==> src/rtl/uart_tx.sv <==
// uart_tx: ena-paced UART transmitter, 8 data bits LSB first, optional parity, 1 or 2 stop bits
module uart_tx #(
  parameter int CLKS_PER_BIT = 16,
  parameter int PARITY = 0,
  parameter int STOP_BITS = 1
) (
  input  logic       clk,
  input  logic       rst,
  input  logic       ena,
  input  logic       start,
  input  logic [7:0] data_in,
  output logic       tx,
  output logic       busy,
  output logic       done
);
  localparam int PW = CLKS_PER_BIT > 1 ? $clog2(CLKS_PER_BIT) : 1;
  typedef enum logic [2:0] {IDLE, START_BIT, DATA_BITS, PARITY_BIT, STOP_BIT} state_t;
  state_t state;
  logic [PW-1:0] pre;
  logic [2:0] cnt;
  logic [7:0] sh;
  logic par;
  logic wrap;
  assign wrap = ena && pre == PW'(CLKS_PER_BIT - 1);
  always_ff @(posedge clk) begin
    if (rst) begin
      state <= IDLE;
      pre <= '0;
      cnt <= '0;
      sh <= '0;
      par <= 1'b0;
      tx <= 1'b1;
      busy <= 1'b0;
      done <= 1'b0;
    end else begin
      done <= 1'b0;
      if (state != IDLE && ena) pre <= wrap ? '0 : pre + 1'b1;
      case (state)
        IDLE: if (start && ena) begin
          sh <= data_in;
          par <= PARITY == 2 ? ~^data_in : ^data_in;
          pre <= '0;
          cnt <= '0;
          state <= START_BIT;
          tx <= 1'b0;
          busy <= 1'b1;
        end
        START_BIT: if (wrap) begin
          state <= DATA_BITS;
          tx <= sh[0];
        end
        DATA_BITS: if (wrap) begin
          if (cnt == 3'd7) begin
            cnt <= '0;
            state <= PARITY != 0 ? PARITY_BIT : STOP_BIT;
            tx <= PARITY != 0 ? par : 1'b1;
          end else begin
            cnt <= cnt + 1'b1;
            tx <= sh[1];
            sh <= {1'b0, sh[7:1]};
          end
        end
        PARITY_BIT: if (wrap) begin
          state <= STOP_BIT;
          tx <= 1'b1;
        end
        STOP_BIT: if (wrap) begin
          if (cnt == 3'(STOP_BITS - 1)) begin
            cnt <= '0;
            state <= IDLE;
            busy <= 1'b0;
            done <= 1'b1;
          end else cnt <= cnt + 1'b1;
        end
        default: state <= IDLE;
      endcase
    end
  end
endmodule
==> config.mk <==
export PLATFORM = sky130hd
export DESIGN_NAME = uart_tx
export DESIGN_NICKNAME = d
export VERILOG_FILES = /design/src/rtl/uart_tx.sv
export SDC_FILE = /design/constraint.sdc
export NUM_CORES = 1
export LEC_CHECK = 0
export ABC_AREA = 1
export CORE_AREA = 2 2 58 60
export CTS_BUF_LIST = sky130_fd_sc_hd__clkbuf_16
export CTS_CLUSTER_DIAMETER = 120
export DETAILED_ROUTE_END_ITERATION = 8
export DIE_AREA = 0 0 60 62
export GPL_ROUTABILITY_DRIVEN = 0
export GPL_TIMING_DRIVEN = 0
export PLACE_DENSITY = 0.61
export SYNTH_ARGS = -nofsm -noshare
export SYNTH_HDL_FRONTEND = slang
export SYNTH_SLANG_ARGS = --single-unit
==> constraint.sdc <==
create_clock -name clk -period 1.2 [get_ports clk]
set_input_delay 0.24 -clock clk [delete_from_list [all_inputs] [get_ports clk]]
set_output_delay 0.24 -clock clk [all_outputs]
set_load 0.01 [all_outputs]
Word level (Yosys, flattened, before mapping)
Index checks and enable logic that the tools add are counted.

Input port bits: 12. Output and inout port bits: 3. Word-level logic and storage cells: 74. Register bits: 21.

Add/sub/neg operators: 2. Muxes and demuxes: 33. Equality and inequality tests: 14. Bitwise logic cells: 2. Reductions and logical operators: 16.

Operators by type and width (number): 2-to-1 mux 3 bit (12); 2-to-1 mux 8 bit (3); 2-to-1 mux 4 bit (4); inequality test 2 bit (second input constant) (8); case mux 8 bit (2 select lines) (1); case mux 3 bit (5 select lines) (1); AND reduction 4 bit (3); 2-to-1 mux 1 bit (9); case mux 3 bit (3 select lines) (1); AND reduction 7 bit (1); equality test 3 x 2 -> 1 bit (second input constant) (2); equality test 3 bit (second input constant) (2); zero test 3 bit (2); nonzero test 3 bit (2); AND reduction 5 bit (1); adder 4 x 1 -> 4 bit (second input constant) (1); equality test 4 bit (second input constant) (1); case mux 1 bit (4 select lines) (1); nonzero test 2 bit (2); nonzero test 4 bit (1); adder 3 x 1 -> 3 bit (second input constant) (1); equality test 3 x 1 -> 1 bit (second input constant) (1); logical AND 1 bit (3); OR reduction 3 bit (1); 2 further kinds (3).

Longest topological paths before layout
Depth in word-level cells: 6. Depth in mapped cells: 10. Gate-level depth less buffers: 10.

Least setup slack after synthesis
Ideal clock, no wire load.

Kind: reg-to-reg. From: register cnt[0]. To: register sh[7]. Buffers on the path: 0. Required time: 1.084 ns. Stages on the path, launching flop included: 7. Library setup time: 0.116 ns. Slack: -0.099 ns. Period minus slack after synthesis: 1.299 ns. Data arrival time: 1.183 ns. Cells stage by stage: dfxtp_1 ha_1 ha_1 o21ai_1 nand2_4 o21ai_0 nor2_1.

Word-level cells in the longest chain between the ends: 3.

RTL lines: from (decl) (RTL line 20) `logic [2:0] cnt;`; from (signal assigned) (RTL line 58) `cnt <= cnt + 1'b1;`; from (signal assigned) (RTL line 73) `end else cnt <= cnt + 1'b1;`; equality test 3 bit (RTL line 53) `if (cnt == 3'd7) begin`; inequality test 2 bit (no line); AND reduction 4 bit (no line); to (signal assigned) (RTL line 40) `sh <= data_in;`; to (signal assigned) (RTL line 60) `sh <= {1'b0, sh[7:1]};`; to (decl) (RTL line 21) `logic [7:0] sh;`.

No other way between the ends. A chain may end at the register's enable or synchronous reset.

Final worst setup path
From: register state[2]. To: register cnt[2].

Word-level cells in the longest chain between the ends: 3. Elaborated cells between the ends (all ways): 9. Classes of those cells: eq/ne (5); mux (1); reduce/logical (3).

RTL lines: from (decl) (RTL line 18) `state_t state;`; from (signal assigned) (RTL line 55) `state <= PARITY != 0 ? PARITY_BIT : STOP_BIT;`; equality test 3 bit, or another cell as far along (RTL line 38) `case (state)`; inequality test 2 bit (no line) / nonzero test 3 bit (equally long branches); AND reduction 4 bit (no line).

Parallel ways exist; a longest one is shown, timed or not.

==> impl_metrics.toml <==
[drt]
ant_nets = 0
wl_um = 3010
drc = 0
via_count = 1252
drt-wirelength-per-cell_um = 11.4
dr.pass1.iters = 4
via_per_inst = 4.74
drtIter0Drc = 44

[synthesis]
synth-simple-area-share = 0.428
synth_top_area_share = 0.359
synth_area_um2 = 1170
yosysMostFrequentCell = "nand2_1"
syn_area_per_cell_um2 = 6.32
synth_compound_area_frac = 0.0920
syn-num-nets = 201
netlist_top_cells_area = "dfxtp_1, nand2_1, nor2_1, o21ai_0, inv_1"
synth-xor-area-share = 0
seq_area_frac_synth = 0.359
synthCells = 185
synth_largest_area_cell = "dfxtp_1"
synth.distinct_cells = 19
synth_top_family_by_area = "simple AND/OR/NAND/NOR gates"
ys_warn_count = 0
synth_edf_count = 0
muxShareOfSynthArea = 0
async_flop_share = 0
synth-seq-cells = 21
synthTopCellsByCount = "nand2_1, nor2_1, dfxtp_1"
synthAdderAreaFrac = 0.0428
synthFlopType = "dfxtp_1"

[sta]
layout_setup_ws_ns = -0.140
finClkSkew_ns = 0.00127
setup_viol = 16
drv_slew = 0
tightest_slew_ns = 0.211
maxSlewHeadroom = 0.859
grt_setup_unrepaired = "true"
hold_violations = 0
max_freq_mhz = 746
period_needed_ns = 1.34
min_period_over_period = 1.12
whs_ns = 0.455

[flow_run]
cap_violations = 0

[clock_network]
cts-root-buf = "clkbuf_16"
clk_latency_ns = 0.25
clock-sinks = 21
cts_tree = "built"
htreeDepth = 1
cts_inserted_buffers = 3
path_clk_slew_ns = 0.06
cts_buffer_depth = 2
hold_buffers = 0

[worst_setup_path]
startpoint_type = "flip-flop"
cp_slowest_stage_delay_ns = 0.37
cp.arrival_ns = 1.49
r2r-end = "cnt[2]"
reg2reg_slack_ns = -0.14
cp_cell_sequence = "inv_6 -> nand2_2 -> nor2_4 -> nor2_2 -> nor2_2 -> nand2_2 -> o21ai_1 -> nor2_1"
required_ns = 1.35
r2r_cells = 8
slowest_stage = "dfxtp_4"
cp_max_fo = 6
cp-end-kind = "flip-flop"
cp-startpoint = "state[2]"
path_class = "reg -> reg"
endpoint = "cnt[2]"
r2r_start = "state[2]"

[finish]
syn_to_final_growth_pct = 50.2
layout.nets = 235
drive_above_1_share = 0.335
utilization = 0.553
fillers = 307
antenna_cells = 0

[floorplanning]
row_count = 21
die_w_um = 60
die_area_um2 = 3720
core_um2 = 3180
start_util = 0.368
io_pins = 15
die_h_um = 62

[grt]
antenna_found_initial = 0
grt_pass1_vias = 1132
grt_max_degree = 12
gr-total-overflow = 0
grt.total_usage = 0.164
grt_pass1_wl_um = 4660

[power_and_ir_drop]
total_leakage_power_nw = 0.824
power_density_nw_per_um2 = 2200
ir_drop_uv = 940

[placed_design]
numPortBuffers = 14
dp_hpwl_um = 2000

[min_path]
hold_class = "reg -> reg"

[status]
violations = "negative setup slack"
outcome = "finished with violations"
## repair_timing
item	in CTS	in global routing
pin swaps	18	8
buffers inserted	8	6
gates resized for setup	32	13
endpoints found under the setup margin	21	18
cloned	1	0
## state kept, by name (all words and copies together), names as in the netlist
register,flops
state,3
busy,1
pre,4
cnt,3
sh,8
tx,1
done,1
## stage by stage
step,setup TNS [ns],worst slack [ns],instances,total power [mW],cell area [µm²]
finish,-1.43,-0.140,264,3.87,1760
global route,-2.67,-0.210,264,4.18,1760
CTS,-1.12,-0.106,258,3.66,1670
detailed placement,-8.51,-0.497,245,2.67,1450
global placement,-8.10,-0.462,245,2.62,1450
floorplan,-0.0103,-0.00700,185,2.31,1250
## metal layers
metal | GRT usage | part of all wire
met1 | 0.181 | 0.42
met2 | 0.307 | 0.52
met3 | 0.0248 | 0.031
met4 | 0.0762 | 0.026
met5 | 0 | 0
## where the power goes
part	leakage [nW]	internal (mW)	total, mW	switching [mW]
clock	0.0423	0.444	0.699	0.255
combinational	0.604	0.852	2.06	1.21
sequential	0.177	0.937	1.11	0.178
## worst max-delay path, delay by kind of cell (launching register included)
kind / cells / cell delay, ns
AND/OR/NAND/NOR: 6 / 0.62
flip-flops: 1 / 0.37
AO/OA/AOI/OAI: 1 / 0.14
buffers and inverters: 1 / 0.08
## cells in the final DEF (no fill, tap or decap), drive strengths merged
cell,instances
nor3,4
clkbuf,3
ha,4
nand3,10
o21ai,15
nor2,45
a21boi,1
a21oi,5
clkdlybuf4s50,10
dfxtp,21
buf,16
dlygate4sd2,4
inv,22
nand2,58
## cell type report
cell class	instances	area, µm²	share of cell area
Multi-Input combinational cell	142	827	0.471
Buffer	2	12.5	0.00712
Timing Repair Buffer	28	240	0.137
Tap cell	46	57.6	0.0328
Sequential cell	21	444	0.253
Inverter	21	96.3	0.0548
Clock buffer	3	75.1	0.0427
Clock inverter	1	3.75	0.00214
## worst min-delay path by stage
stage / cells past startpoint / from / endpoint
after global placement: 2 / busy / busy
final: 2 / busy / busy
after CTS: 2 / busy / busy
after global routing: 2 / busy / busy
after floorplan: 1 / rst / busy
after detailed placement: 2 / busy / busy
## kinds of logic (layout without fill, tap and decap cells)
logic type,Yosys count,count (layout)
buffers and inverters,23,55
AND/OR/NAND/NOR,116,117
adder cells (fa/ha/maj),4,4
AO/OA/AOI/OAI,21,21
flip-flops,21,21
Power figures use the tool's default switching activity.
